<file path="src/rtl/e203_icb_arb2.sv">
// e203_icb_arb2: two-master ICB arbiter onto one shared target port.
// Command phases are arbitrated combinationally. A grant is held while the
// target stalls. The issuing master of every accepted command is kept in an
// in-order ID FIFO, and the FIFO head steers each in-order response back to
// its master.
// Optional feature macro: E203_ICB_ARB2_RR_EN selects round-robin contention
// resolution. When it is undefined, master 0 has fixed priority.
module e203_icb_arb2 #(
    parameter int AW         = 32,
    parameter int DW         = 32,
    parameter int OUTS_DEPTH = 2
) (
    input  logic              clk,
    input  logic              rst_n,

    input  logic              m0_icb_cmd_valid,
    output logic              m0_icb_cmd_ready,
    input  logic              m0_icb_cmd_read,
    input  logic [AW-1:0]     m0_icb_cmd_addr,
    input  logic [DW-1:0]     m0_icb_cmd_wdata,
    input  logic [DW/8-1:0]   m0_icb_cmd_wmask,
    output logic              m0_icb_rsp_valid,
    input  logic              m0_icb_rsp_ready,
    output logic              m0_icb_rsp_err,
    output logic [DW-1:0]     m0_icb_rsp_rdata,

    input  logic              m1_icb_cmd_valid,
    output logic              m1_icb_cmd_ready,
    input  logic              m1_icb_cmd_read,
    input  logic [AW-1:0]     m1_icb_cmd_addr,
    input  logic [DW-1:0]     m1_icb_cmd_wdata,
    input  logic [DW/8-1:0]   m1_icb_cmd_wmask,
    output logic              m1_icb_rsp_valid,
    input  logic              m1_icb_rsp_ready,
    output logic              m1_icb_rsp_err,
    output logic [DW-1:0]     m1_icb_rsp_rdata,

    output logic              s_icb_cmd_valid,
    input  logic              s_icb_cmd_ready,
    output logic              s_icb_cmd_read,
    output logic [AW-1:0]     s_icb_cmd_addr,
    output logic [DW-1:0]     s_icb_cmd_wdata,
    output logic [DW/8-1:0]   s_icb_cmd_wmask,
    input  logic              s_icb_rsp_valid,
    output logic              s_icb_rsp_ready,
    input  logic              s_icb_rsp_err,
    input  logic [DW-1:0]     s_icb_rsp_rdata
);

    // A depth of 1 still needs a 1-bit pointer. That pointer simply never
    // leaves 0.
    localparam int PTR_W = (OUTS_DEPTH > 1) ? $clog2(OUTS_DEPTH) : 1;
    localparam int CNT_W = $clog2(OUTS_DEPTH) + 1;

    localparam logic [PTR_W-1:0] PTR_ZERO = PTR_W'(1'b0);
    localparam logic [PTR_W-1:0] PTR_ONE  = PTR_W'(1'b1);
    localparam logic [PTR_W-1:0] PTR_LAST = PTR_W'(OUTS_DEPTH - 1);
    localparam logic [CNT_W-1:0] CNT_ZERO = CNT_W'(1'b0);
    localparam logic [CNT_W-1:0] CNT_ONE  = CNT_W'(1'b1);
    localparam logic [CNT_W-1:0] CNT_FULL = CNT_W'(OUTS_DEPTH);

    // Advance a FIFO pointer modulo OUTS_DEPTH.
    function automatic logic [PTR_W-1:0] ptr_next(input logic [PTR_W-1:0] ptr);
        logic [PTR_W-1:0] nxt;
        if (ptr == PTR_LAST) begin
            nxt = PTR_ZERO;
        end else begin
            nxt = ptr + PTR_ONE;
        end
        return nxt;
    endfunction

    // ID FIFO state
    logic [OUTS_DEPTH-1:0] id_fifo_r;
    logic [PTR_W-1:0]      wr_ptr_r;
    logic [PTR_W-1:0]      rd_ptr_r;
    logic [CNT_W-1:0]      cnt_r;

    // Grant hold state
    logic                  lock_vld_r;
    logic                  lock_id_r;

    // Combinational helpers
    logic                  fifo_full_s;
    logic                  fifo_empty_s;
    logic                  head_id_s;
    logic                  contend_id_s;
    logic                  win_id_s;
    logic                  win_valid_s;
    logic                  push_s;
    logic                  pop_s;

    assign fifo_full_s  = (cnt_r == CNT_FULL);
    assign fifo_empty_s = (cnt_r == CNT_ZERO);
    assign head_id_s    = id_fifo_r[rd_ptr_r];

`ifdef E203_ICB_ARB2_RR_EN
    logic last_id_r;

    // Remember the most recently accepted master so the other one wins the
    // next contention. The reset value of 1 lets m0 win the first contention.
    always_ff @(posedge clk or negedge rst_n) begin
        if (!rst_n) begin
            last_id_r <= 1'b1;
        end else if (push_s) begin
            last_id_r <= win_id_s;
        end else begin
            last_id_r <= last_id_r;
        end
    end

    assign contend_id_s = ~last_id_r;
`else
    assign contend_id_s = 1'b0;
`endif

    // Pick the winning master. A held lock overrides the current requests.
    always_comb begin
        win_id_s = 1'b0;
        if (lock_vld_r) begin
            win_id_s = lock_id_r;
        end else if (m0_icb_cmd_valid && m1_icb_cmd_valid) begin
            win_id_s = contend_id_s;
        end else if (m1_icb_cmd_valid) begin
            win_id_s = 1'b1;
        end else begin
            win_id_s = 1'b0;
        end
    end

    // Steer the winner's command valid and payload onto the target port.
    always_comb begin
        win_valid_s     = m0_icb_cmd_valid;
        s_icb_cmd_read  = m0_icb_cmd_read;
        s_icb_cmd_addr  = m0_icb_cmd_addr;
        s_icb_cmd_wdata = m0_icb_cmd_wdata;
        s_icb_cmd_wmask = m0_icb_cmd_wmask;
        case (win_id_s)
            1'b1: begin
                win_valid_s     = m1_icb_cmd_valid;
                s_icb_cmd_read  = m1_icb_cmd_read;
                s_icb_cmd_addr  = m1_icb_cmd_addr;
                s_icb_cmd_wdata = m1_icb_cmd_wdata;
                s_icb_cmd_wmask = m1_icb_cmd_wmask;
            end
            default: begin
                win_valid_s     = m0_icb_cmd_valid;
                s_icb_cmd_read  = m0_icb_cmd_read;
                s_icb_cmd_addr  = m0_icb_cmd_addr;
                s_icb_cmd_wdata = m0_icb_cmd_wdata;
                s_icb_cmd_wmask = m0_icb_cmd_wmask;
            end
        endcase
    end

    // A full FIFO blocks issue. A pop only frees a slot from the next cycle.
    assign s_icb_cmd_valid  = win_valid_s & ~fifo_full_s;
    assign m0_icb_cmd_ready = ~win_id_s & s_icb_cmd_ready & ~fifo_full_s;
    assign m1_icb_cmd_ready =  win_id_s & s_icb_cmd_ready & ~fifo_full_s;

    // Responses go to the master at the FIFO head. Payload is broadcast.
    assign m0_icb_rsp_valid = s_icb_rsp_valid & ~fifo_empty_s & ~head_id_s;
    assign m1_icb_rsp_valid = s_icb_rsp_valid & ~fifo_empty_s &  head_id_s;
    assign m0_icb_rsp_err   = s_icb_rsp_err;
    assign m1_icb_rsp_err   = s_icb_rsp_err;
    assign m0_icb_rsp_rdata = s_icb_rsp_rdata;
    assign m1_icb_rsp_rdata = s_icb_rsp_rdata;
    assign s_icb_rsp_ready  = ~fifo_empty_s &
                              (head_id_s ? m1_icb_rsp_ready : m0_icb_rsp_ready);

    assign push_s = s_icb_cmd_valid & s_icb_cmd_ready;
    assign pop_s  = s_icb_rsp_valid & s_icb_rsp_ready;

    // Record the issuing master of each accepted command in the ID FIFO.
    always_ff @(posedge clk or negedge rst_n) begin
        if (!rst_n) begin
            id_fifo_r <= {OUTS_DEPTH{1'b0}};
            wr_ptr_r  <= PTR_ZERO;
        end else if (push_s) begin
            id_fifo_r[wr_ptr_r] <= win_id_s;
            wr_ptr_r            <= ptr_next(wr_ptr_r);
        end else begin
            id_fifo_r <= id_fifo_r;
            wr_ptr_r  <= wr_ptr_r;
        end
    end

    // Retire the head entry on every response handshake.
    always_ff @(posedge clk or negedge rst_n) begin
        if (!rst_n) begin
            rd_ptr_r <= PTR_ZERO;
        end else if (pop_s) begin
            rd_ptr_r <= ptr_next(rd_ptr_r);
        end else begin
            rd_ptr_r <= rd_ptr_r;
        end
    end

    // Track the FIFO occupancy. A simultaneous push and pop leaves it unchanged.
    always_ff @(posedge clk or negedge rst_n) begin
        if (!rst_n) begin
            cnt_r <= CNT_ZERO;
        end else begin
            case ({push_s, pop_s})
                2'b10:   cnt_r <= cnt_r + CNT_ONE;
                2'b01:   cnt_r <= cnt_r - CNT_ONE;
                default: cnt_r <= cnt_r;
            endcase
        end
    end

    // Hold the grant on a master the target is stalling. The lock also drops
    // if that master withdraws its request, so a misbehaving master cannot
    // pin the arbiter.
    always_ff @(posedge clk or negedge rst_n) begin
        if (!rst_n) begin
            lock_vld_r <= 1'b0;
            lock_id_r  <= 1'b0;
        end else if (s_icb_cmd_valid && !s_icb_cmd_ready) begin
            lock_vld_r <= 1'b1;
            lock_id_r  <= win_id_s;
        end else begin
            lock_vld_r <= 1'b0;
            lock_id_r  <= lock_id_r;
        end
    end

endmodule
</file>
<file path="config.mk">
export PLATFORM = sky130hd
export DESIGN_NAME = e203_icb_arb2
export DESIGN_NICKNAME = d
export VERILOG_FILES = /design/src/rtl/e203_icb_arb2.sv
export SDC_FILE = /design/constraint.sdc
export NUM_CORES = 1
export LEC_CHECK = 0
export ABC_CLOCK_PERIOD_IN_PS = 5850
export BUFFER_PORTS_ARGS = -buffer_cell sky130_fd_sc_hd__buf_2
export CELL_PAD_IN_SITES_DETAIL_PLACEMENT = 1
export CELL_PAD_IN_SITES_GLOBAL_PLACEMENT = 1
export CORE_AREA = 4 4 124 126
export CTS_CLUSTER_DIAMETER = 40
export DETAILED_ROUTE_END_ITERATION = 7
export DIE_AREA = 0 0 128 130
export PLACE_DENSITY_LB_ADDON = 0.05
export SYNTH_ARGS = -nofsm -noshare
export SYNTH_HDL_FRONTEND = slang
export SYNTH_SLANG_ARGS = --single-unit
</file>
<file path="constraint.sdc">
create_clock -name clk -period 5.85 [get_ports clk]
set_clock_uncertainty 0.2 [all_clocks]
set_input_delay 0.2925 -clock clk [delete_from_list [all_inputs] [get_ports clk]]
set_output_delay 0.2925 -clock clk [all_outputs]
set_load 0.01 [all_outputs]
</file>
======== After elaboration in Yosys (flattened, before gate mapping) ========
Cells that the tools add are included.
word-level totals
  ROM bits ................................ 0
  output and inout port bits .............. 141
  RAM bits ................................ 0
  input bits .............................. 179
  register bits ........................... 8
  latch bits .............................. 0
  memories kept ........................... 0
  word-level logic and storage cells ...... 55
operators by class
  add/subtract/negate cells ............... 4
  bitwise operators ....................... 15
  mux-type cells .......................... 18
  $lt $le $gt $ge ......................... 3
  eq/ne operators ......................... 3
  $mul .................................... 0
  divide/modulo/power cells ............... 0
  reductions and logical operators ........ 6
  shifts and indexed selects .............. 0
operators with widths
  operator                                                     count
  2-to-1 mux 32 bit                                            2
  2-to-1 mux 1 bit                                             12
  bitwise AND 1 bit                                            11
  == test 2 bit (second input constant)                        2
  less-than comparator 1 x 2 -> 1 bit (second input constant)  2
  2-to-1 mux 4 bit                                             1
  inverter 1 bit                                               4
  case mux 2 bit (2 select lines)                              1
  logical AND 1 bit                                            3
  adder 1 bit (second input constant)                          2
  adder 2 x 1 -> 2 bit (second input constant)                 1
  bitwise mux 2 bit                                            1
  == test 2 x 1 -> 1 bit (second input constant)               1
  zero test 2 bit                                              1
  nonzero test 2 bit                                           1
  subtractor 2 x 1 -> 2 bit (second input constant)            1
  demux 1 bit (select 1 bit)                                   1
  greater-or-equal comparator 1 bit (second input constant)    1
  zero test 1 bit                                              1

======== Longest topological paths before layout ========
Gate-level depths: netlist (run 1).
  depth after elaboration ................. 8
  depth in mapped cells ................... 7
  depth with buffers taken out ............ 7

======== Worst setup path after synthesis (run 1) ========
Ideal clock, no wire load.
  path kind ............................... reg-to-reg
  start point ............................. reg lock_id_r
  end point ............................... reg cnt_r[1]
  setup time .............................. 79 ps
  data required time ...................... 5571 ps
  buffers on the path ..................... 0
  path slack .............................. 3954 ps
  cell stages (with the launch flop) ...... 7
  data arrival time ....................... 1617 ps
  clock period less this slack ............ 1896 ps
  cell sequence ........................... dfrtp_1 mux2i_1 and2_4 or3_1 ha_1 nor2_1 xor2_1
on the way
  cells in the longest elaborated chain, start to end .. 6
  elaborated cells between the ends (all ways) .. 8
  those cells by class .................... 2 x eq/ne; 3 x mux; 2 x bitwise; 1 x reduce/logical
ends and longest elaborated chain
  element                                                                       RTL line  text
  from (decl)                                                                   81        logic lock_id_r;
  from (signal assigned)                                                        221       lock_id_r <= win_id_s;
  from (signal assigned)                                                        224       lock_id_r <= lock_id_r;
  2-to-1 mux 1 bit *                                                            120       if (lock_vld_r) begin
  2-to-1 mux 1 bit *                                                            138       case (win_id_s)
  bitwise AND 1 bit *                                                           157       assign s_icb_cmd_valid = win_valid_s & ~fifo_full_s;
  bitwise AND 1 bit *                                                           171       assign push_s = s_icb_cmd_valid & s_icb_cmd_ready;
  == test 2 x 1 -> 1 bit / == test 2 bit (equally long branches)                204       case ({push_s, pop_s})
  case mux 2 bit (2 select lines) / nonzero test 2 bit (equally long branches)  -
  to (signal assigned)                                                          205       2'b10: cnt_r <= cnt_r + CNT_ONE;
  to (signal assigned)                                                          206       2'b01: cnt_r <= cnt_r - CNT_ONE;
  to (signal assigned)                                                          207       default: cnt_r <= cnt_r;
  to (decl)                                                                     77        logic [CNT_W-1:0] cnt_r;
Every way passes the cells marked *; elsewhere a longest branch is shown, timed or not.
A chain may end at the register's enable or synchronous reset.

======== Worst setup path in the final report (run 1) ========
  start point ............................. reg lock_vld_r
  end point ............................... out s_icb_cmd_wdata[23]
on the way
  cells in the longest elaborated chain, start to end .. 2
ends and longest elaborated chain
  element                 RTL line  text
  from (decl)             80        logic lock_vld_r;
  from (signal assigned)  217       lock_vld_r <= 1'b0;
  from (signal assigned)  220       lock_vld_r <= 1'b1;
  from (signal assigned)  223       lock_vld_r <= 1'b0;
  2-to-1 mux 1 bit        120
  2-to-1 mux 32 bit       138
  to (decl)               42        output logic [DW-1:0] s_icb_cmd_wdata,
No other way between the ends.

==> run metrics, run 1 <==
DRC Markers=0; Worst EP arrival=2130 ps; clock transition at the registers of the reported paths=40 ps; vias in the first global route=2043; Most used DFF post-synth=dfrtp_1; max_cap viols=0; cell taking the most area after synthesis=mux2_2; leak pwr=1.40 nW; DP Area=2570 um^2; Final ANT Viol Nets=0; Cells after Synth=187; DR vias=1887; CTS tree=built; share of layout cells above drive strength 1=0.890; Die Area=16600 um^2; hold crit path type=in2reg; Final Util=0.186; CTS Sinks=8; commonest cells in the netlist=mux2_2 (71), buf_4 (66), nor2_1 (9), dfrtp_1 (8), buf_2 (7); Slew @ Worst Pin=1010 ps; asr flop ratio synth=1.00; YS warnings=0; Setup TNS=0 ps; GRT overflow=0; outcome=finished clean; Vias/cell=3.60; Skew-Pair Late Insertion Delay=230 ps; syn_area_per_cell=9.44 um^2; element type at the critical path end=primary output; max_slew headroom=0.328; WS Path Type=reg2out; port buffer count=220; DP HPWL=7510 um; most common cell in the synthesized netlist=mux2_2; post-synthesis register bit count=8; fill count=1772; Distinct cells, synth=23; Post-Syn Area=1770 um^2; CTS max path bufs=2; Synthesized Nets=367; CTS root buffer=clkbuf_16; NumNets Final=519; Critical Path Fanout Max=70; CP delay by family, top=compound AO/OA/AOI/OAI gates; Setup-failing EPs final=0; Starting DRT DRC Count=42; crit share post-route=0.448; largest cells by area after synthesis=mux2_2 (45%), buf_4 (28%), dfrtp_1 (11%); cts hold-fix bufs=1; global placer's final weighted congestion=0.660; Inst Count DP=517; antenna violations before repair=3; Synth top area share=0.453; Worst Path Buf+Inv=1; max incr delay on CP=730 ps; wire per inst=16.0 um; largest net degree at the start of global routing=71; Die Ht=130 um; PwrDens=259 nW/um^2; crit start category=flop; dpl ws=3370 ps; cell area after layout=2660 um^2; number of cell rows=44; core area=14300 um^2; total CTS buffers=3; Max Clock Freq=0.381 GHz; RSZ-0062 raised after global routing=no; post-synthesis sequential area ratio=0.113; Final Hold Viols=0; Die Wd=128 um; worst setup margin=3230 ps; # H-tree levels=1; Initial Util=0.123; GRT Resource Usage Total=0.0913; Pins Over Slew Limit=0; global-route wire length before repair=11800 um; area occupied by multi-input gates=1040 um^2; Required @ worst endpoint=5360 ps; CP max-delay cell=o21a_4; final WL=8360 um; critical-path cell list=nand2b_1, o21a_4, mux2_2, buf_2; Tmin final=2620 ps; P&R area growth vs syn=50.8%; non-filler instance count after layout=524; postcts setup bufs=0; worst ir drop on vdd=0.0000794 V; # IOs=320; number of synthesized flops with an enable pin=0; first drt pass iteration count=4; Post-CTS Resized=0; Reg area=200 um^2
## metal layers
layer | part of all wire | vias up | track usage
met5 | 0.0041 | - | 0
met1 | 0.30 | 844 | 0.0869
met3 | 0.14 | 13 | 0.0549
li1 | - | 885 | -
met2 | 0.55 | 141 | 0.174
met4 | 0.0045 | 4 | 0.00874
## report_power, final
group / internal [mW] / switching [mW] / total (mW)
combinational: 0.247 / 0.218 / 0.465
sequential: 0.0822 / 0.0241 / 0.106
clock: 0.0884 / 0.0293 / 0.118
## cell usage in the layout, fill, tap and decap left out, types with 2 or more instances in the layout
master | Yosys | layout
buf_2 | 7 | 220
mux2_2 | 71 | 71
nor2_1 | 9 | 9
dfrtp_1 | 8 | 8
o21ai_0 | 4 | 4
diode_2 | 0 | 3
mux2i_1 | 3 | 3
xnor2_1 | 3 | 3
clkbuf_16 | 0 | 3
xor2_1 | 2 | 2
## worst register-to-register path: stages (launching register included)
cell	delay, ps
dfrtp_1	420
nand2b_2	180
nand2_2	90
or3_1	430
ha_1	350
nor2_1	150
xor2_1	160
## kinds of logic (layout without fill, tap and decap cells)
group	after synthesis	after routing	share of synthesized area
AND/OR/NAND/NOR	19	19	0.0581
XOR/XNOR	5	5	0.0248
multiplexers	75	75	0.478
adder cells (fa/ha/maj)	1	1	0.00709
flip-flops	8	8	0.113
buffers and inverters	74	224	0.303
other	0	3	0
AO/OA/AOI/OAI	5	5	0.0156
## per-stage QoR
step / power (mW) / hold WS [ps]
after floorplan: 0.441 / -203
after global placement: 0.590 / -38.0
after detailed placement: 0.587 / -39.1
after CTS: 0.709 / 69.2
after global routing: 0.746 / 81.5
final: 0.689 / 64.4
## layout make-up
| type | count | area share |
|---|---|---|
| antenna | 3 | 0.00282 |
| clock buffer | 3 | 0.0282 |
| multi-input combinational | 105 | 0.390 |
| sequential | 8 | 0.0752 |
| tap | 184 | 0.0865 |
| timing repair buffer | 221 | 0.417 |
## registers in the layout, indices dropped and copies added (netlist names)
register    flops
wr_ptr_r        1
rd_ptr_r        1
id_fifo_r       2
cnt_r           2
lock_vld_r      1
lock_id_r       1
## path summary, 6_finish.rpt
| path | from | to | slack (ps) | cells after the start |
|---|---|---|---|---|
| setup / recovery | lock_vld_r | s_icb_cmd_wdata[23] | 3230 | 4 |
| hold / removal | s_icb_cmd_ready | lock_vld_r | 60 | 2 |
| setup reg to reg | cnt_r[0] | cnt_r[1] | 3790 | 6 |
| hold reg to reg | rd_ptr_r | rd_ptr_r | 290 | 1 |
| max in group asynchronous | rst_n | lock_id_r | 5010 | 2 |
| min in group asynchronous | rst_n | wr_ptr_r | 250 | 2 |
No activity file was read; power rests on OpenSTA's default activity.
==> run 2: changes to the inputs <==
ABC_CLOCK_PERIOD_IN_PS = 2200   (was 5850)
CORE_AREA = 4 4 121 123   (was 4 4 124 126)
DIE_AREA = 0 0 125 127   (was 0 0 128 130)
clock period = 2.2 ns   (was 5.85 ns; I/O delays follow)
==> run 2 against run 1 <==
Net effect:
- routed wire length increased by 20%
- core utilization increased by 1.5 points
- non-clock buffer count increased by 6
- global-route usage increased by 2.5 points
- register-to-register slack got worse by 3600 ps
- via count increased by 0.85%
- design area increased by 3.4%
- final cell count increased by 0.19%
==> run metrics, run 2 (synthesis results as in run 1) <==
Tmin final=2010 ps; core area=13700 um^2 (-4.5%); Critical Path Fanout Max=5 (-93%); DP Area=2610 um^2 (+1.4%); CTS max path bufs=2 (unchanged); Skew-Pair Late Insertion Delay=230 ps (about the same); max_cap viols=0 (unchanged); Die Area=15900 um^2 (-4.6%); Slew @ Worst Pin=458 ps (-550 ps); outcome=finished clean; DRC Markers=0 (unchanged); commonest cells after routing, fill and taps aside=buf_2 (220), mux2_2 (71), nor2_1 (9), dfrtp_1 (8); # IOs=320 (unchanged); DR vias=1903 (+0.85%); Setup TNS=0 ps (unchanged); wire per inst=19.2 um (+20%); largest net degree at the start of global routing=37 (-48%); critical-path cell list=mux2i_1, and2_4, or3_1, ha_1, nor2_1, xor2_1; crit start category=flop; fill count=1693 (-4.5%); Required @ worst endpoint=2160 ps (-3200 ps); crit share post-route=0.915; share of layout cells above drive strength 1=0.889 (-0.000995); WS Path Type=reg2reg; antenna violations before repair=6 (+3); CTS tree=built; Final Util=0.201 (+0.0154); worst ir drop on vdd=0.000227 V (+190%); hold crit path type=in2out; GRT Resource Usage Total=0.116 (+0.0246); final hold slack=20.0 ps (-44.4 ps); global-route wire length before repair=14100 um (+20%); CTS root buffer=clkbuf_16; leak pwr=1.45 nW (+3.6%); Max Clock Freq=0.497 GHz; Die Wd=125 um (-2.3%); global placer's final weighted congestion=0.771 (+17%); cell area after layout=2750 um^2 (+3.4%); Initial Util=0.129 (+0.00585); clock transition at the registers of the reported paths=40 ps (about the same); Die Ht=127 um (-2.3%); commonest non-fill, non-tap cell in the layout=buf_2; Final Hold Viols=0 (unchanged); NumNets Final=525 (+1.2%); Vias/cell=3.62 (+0.66%); max incr delay on CP=400 ps (-330 ps); GRT overflow=0 (unchanged); first drt pass iteration count=2 (-2); DP HPWL=9060 um (+21%); total CTS buffers=3 (unchanged); Final ANT Viol Nets=0 (unchanged); Starting DRT DRC Count=13 (-69%); number of cell rows=43 (-2.3%); # H-tree levels=1 (unchanged); Pins Over Slew Limit=0 (unchanged); port buffer count=220 (unchanged); max_slew headroom=0.692 (+0.364); element type at the critical path end=flop; Largest regs=cnt_r (2), id_fifo_r (2); vias in the first global route=2163 (+5.9%); Worst EP arrival=1970 ps (-160 ps); Setup-failing EPs final=0 (unchanged); P&R area growth vs syn=55.9%; final WL=10100 um (+20%); RSZ-0062 raised after global routing=no; PwrDens=711 nW/um^2 (+170%); CTS Sinks=8 (unchanged); CP max-delay cell=dfrtp_1
run 2: cell types whose count changed in the layout (fill, tap and decap cells not counted), sizes merged:
| cell | delta |
|---|---|
| buf | +4 |
| dlygate4sd3 | +1 |
| diode | -1 |
| clkbuf | +1 |
run 2: worst paths after layout:
| check | startpoint | to | slack (ps) | cells past startpoint |
|---|---|---|---|---|
| worst max-delay path | lock_id_r | cnt_r[1] | 190 | 6 |
| worst min-delay path | s_icb_rsp_rdata[9] | m1_icb_rsp_rdata[9] | 20 | 0 |
| worst max register to register | lock_id_r | cnt_r[1] | 190 | 6 |
| worst min register to register | rd_ptr_r | rd_ptr_r | 290 | 1 |
| max in group asynchronous | rst_n | id_fifo_r[0] | 1550 | 2 |
| min in group asynchronous | rst_n | cnt_r[1] | 60 | 2 |
run 2: final cells by class:
cell class	instances	area (um^2)	area share
flip-flops and latches	8	200	0.0727
clock buffers	3	75.1	0.0273
well taps	180	225	0.0818
diodes	2	5.00	0.00182
multi-input cells	105	1040	0.377
repair buffers	227	1210	0.439
run 2: stage by stage:
stage / setup WS, ps / instances / power, mW
after detailed placement: 190 / 516 / 1.64
after global routing: 59.5 / 524 / 2.12
after floorplan: 304 / 187 / 1.17
after CTS: 44.1 / 521 / 1.97
final: 186 / 525 / 1.96
after global placement: 186 / 516 / 1.65
run 2: critical path: cells and delay by family, from the launching register on:
kind | cells | cell delay (ps)
and+or+nand+nor | 3 | 710
DFF | 1 | 400
adders and majority gates | 1 | 350
xor gates and xnor gates | 1 | 150
muxes | 1 | 130
run 2: power by group:
group	total [mW]	leakage [nW]	switching, mW	internal [mW]
registers	0.275	0.0985	0.0564	0.219
clock network	0.310	0.0370	0.0751	0.235
logic	1.37	1.32	0.641	0.731
total	1.96	1.45	0.773	1.18
run 2: what timing repair did:
| item | CTS | global route |
|---|---|---|
| hold buffers | 2 | 0 |
| cloned | 0 | 1 |
| buffers inserted | 0 | 1 |
| pin swaps | 0 | 0 |
| endpoints found under the hold margin | 9 | 0 |
| endpoints found under the setup margin | 35 | 23 |
| gates resized for setup | 1 | 1 |
run 2: metal layers:
layer  part of all wire  global-route usage
met2               0.55               0.220
met4             0.0068              0.0159
met1               0.32               0.116
met5             0.0068                   0
met3               0.11              0.0589
==> run 3: changes to the inputs <==
--- a/config.mk
+++ b/config.mk
@@ -6,5 +6,4 @@
 export NUM_CORES = 1
 export LEC_CHECK = 0
-export ABC_CLOCK_PERIOD_IN_PS = 2200
 export BUFFER_PORTS_ARGS = -buffer_cell sky130_fd_sc_hd__buf_2
 export CELL_PAD_IN_SITES_DETAIL_PLACEMENT = 1
==> constraint.sdc (replaced) <==
create_clock -name clk -period 2.2 [get_ports clk]
set_clock_uncertainty 0.2 [all_clocks]
set_input_delay 0.11 -clock clk [delete_from_list [all_inputs] [get_ports clk]]
set_output_delay 0.11 -clock clk [all_outputs]
set_load 0.1 [all_outputs]
==> run 3 against run 2 <==
Net effect:
- worst hold slack is essentially flat
- critical endpoint is now s_icb_cmd_wdata[7]
- via count grew 0.47%
- worst setup slack lost 32 ps
- largest power group unchanged
- fmax shrank 1.6%
==> run metrics, run 3 (synthesis results as in run 1) <==
share of layout cells above drive strength 1=0.900 (+0.0111); global-route wire length before repair=13400 um (-4.6%); final WL=9240 um (-8.3%); largest net degree at the start of global routing=40 (+8.1%); Skew-Pair Late Insertion Delay=240 ps (about the same); leak pwr=1.81 nW (+25%); Setup-failing EPs final=0 (unchanged); NumNets Final=523 (-0.38%); outcome=finished clean; CTS root buffer=clkbuf_16; crit start category=flop; Vias/cell=3.66 (+1.1%); Post-CTS Resized=0 (-1); GRT Resource Usage Total=0.107 (-0.00851); # IOs=320 (unchanged); # H-tree levels=1 (unchanged); total CTS buffers=3 (unchanged); Largest regs=cnt_r (2), id_fifo_r (2); CTS Sinks=8 (unchanged); crit path launch=lock_vld_r; Die Ht=127 um (unchanged); commonest cells after routing, fill and taps aside=buf_2 (150), buf_12 (72), mux2_2 (71), dfrtp_1 (8), nor2_1 (6); Slew @ Worst Pin=522 ps (+64.4 ps); clock transition at the registers of the reported paths=40 ps (about the same); Internal=1.85 mW (+56%); Clock power frac=0.070 (-0.088); Max Clock Freq=0.489 GHz (-1.6%); core area=13700 um^2 (unchanged); CTS max path bufs=2 (unchanged); Worst EP arrival=1740 ps (-230 ps); Final ANT Viol Nets=0 (unchanged); Initial Util=0.129 (unchanged); wire per inst=17.7 um (-7.7%); sequential fraction of design power=0.061 (-0.079); element type at the critical path end=primary output; PwrDens=1210 nW/um^2 (+69%); Die Wd=125 um (unchanged); global placer's final weighted congestion=0.748 (-3.1%); fill count=1586 (-6.3%); FF-to-FF End=cnt_r[1]; port buffer count=220 (unchanged); switching share of power=0.593 (+0.198); max_cap viols=0 (unchanged); GRT overflow=0 (unchanged); Reg2Reg Setup Slack=190 ps (about the same); M3 GR Usage=0.0715 (+0.0125); Starting DRT DRC Count=37 (+24); RSZ-0062 raised after global routing=no; worst ir drop on vdd=0.000360 V (+58%); FF-to-FF Start=rd_ptr_r; DP HPWL=8360 um (-7.7%); DRC Markers=0 (unchanged); Die Area=15900 um^2 (unchanged); Final Util=0.276 (+0.0745); met2 Use GR=0.189 (-0.0307); Required @ worst endpoint=1890 ps (-270 ps); worst setup path endpoint=s_icb_cmd_wdata[7]; commonest non-fill, non-tap cell in the layout=buf_2; vias in the first global route=2239 (+3.5%); busiest grt layer=met2; max_slew headroom=0.654 (-0.0373); Net Sw Power=2.70 mW (+250%); first drt pass iteration count=4 (+2); DR vias=1912 (+0.47%); Pins Over Slew Limit=0 (unchanged); M1 GR Usage=0.109 (-0.00733); hold_sp=s_icb_rsp_rdata[17]; hold crit path type=in2out; Setup TNS=0 ps (unchanged); Critical Path Fanout Max=39 (+34); P&R area growth vs syn=114%; Final Hold Viols=0 (unchanged); Comb power frac=0.869 (+0.168); antenna violations before repair=1 (-5); Tmin final=2050 ps (+31.8 ps); CTS tree=built; crit share post-route=0.930 (+0.0145); number of cell rows=43 (unchanged); cells on worst reg2reg path=6 (unchanged); WS Path Type=reg2out
==> run 3: cell types whose count changed in the layout (fill, tap and decap cells not counted), sizes merged <==
| cell | delta |
|---|---|
| buf | -1 |
| clkbuf | -1 |
| diode | -1 |
==> run 3: power groups by stage <==
stage | Clock [mW] | Sequential, mW | Combinational [mW]
after global placement | 0 | 0.278 | 3.98
final | 0.317 | 0.279 | 3.95
after global routing | 0.327 | 0.294 | 4.08
after detailed placement | 0 | 0.282 | 3.98
after floorplan | 0 | 0.269 | 3.16
after CTS | 0.323 | 0.280 | 4.00
==> run 3: how the worst min path moves through the flow <==
stage	cells after the start	slack, ps	endpoint
global placement	1	-230	cnt_r[1]
global route	0	20	m1_icb_rsp_rdata[30]
CTS	0	20	m1_icb_rsp_rdata[0]
finish	0	20	m0_icb_rsp_rdata[17]
detailed placement	1	-220	cnt_r[0]
floorplan	0	-390	cnt_r[0]
==> run 3: cell type report <==
| class | count | area, um^2 | share of cell area |
|---|---|---|---|
| Antenna cell | 1 | 2.50 | 0.000664 |
| Clock buffer | 3 | 75.1 | 0.0199 |
| Multi-Input combinational cell | 105 | 1050 | 0.278 |
| Sequential cell | 8 | 200 | 0.0531 |
| Tap cell | 180 | 225 | 0.0597 |
| Timing Repair Buffer | 225 | 2220 | 0.589 |
==> run 3: per-stage QoR <==
stage / total power, mW / instance area, um^2 / cells / hold slack [ps] / setup slack, ps
2_1_floorplan: 3.43 / 1780 / 187 / -386 / 20.7
3_3_place_gp: 4.26 / 3670 / 516 / -229 / 228
3_5_place_dp: 4.26 / 3670 / 516 / -223 / 188
4_1_cts: 4.60 / 3770 / 521 / 21.1 / 149
5_1_grt: 4.70 / 3770 / 522 / 20.2 / 35.7
6_report: 4.55 / 3770 / 522 / 20.1 / 155
==> run 3: worst max-delay path, stage by stage, from the launching register on <==
cell and delay, ps:
dfrtp_1 360, nand2b_1 150, o21a_4 160, buf_12 230
mux2_2 390, buf_12 170
==> run 3: per-layer routing <==
metal | vias up | part of all wire
met5 | - | 0
met4 | 0 | 0.0051
met3 | 6 | 0.15
met2 | 154 | 0.52
met1 | 866 | 0.33
li1 | 886 | -
==> run 3: what timing repair did <==
item	in CTS	in global routing
endpoints found under the hold margin	9	0
endpoints found under the setup margin	0	0
hold buffers	2	0
setup buffers	0	0
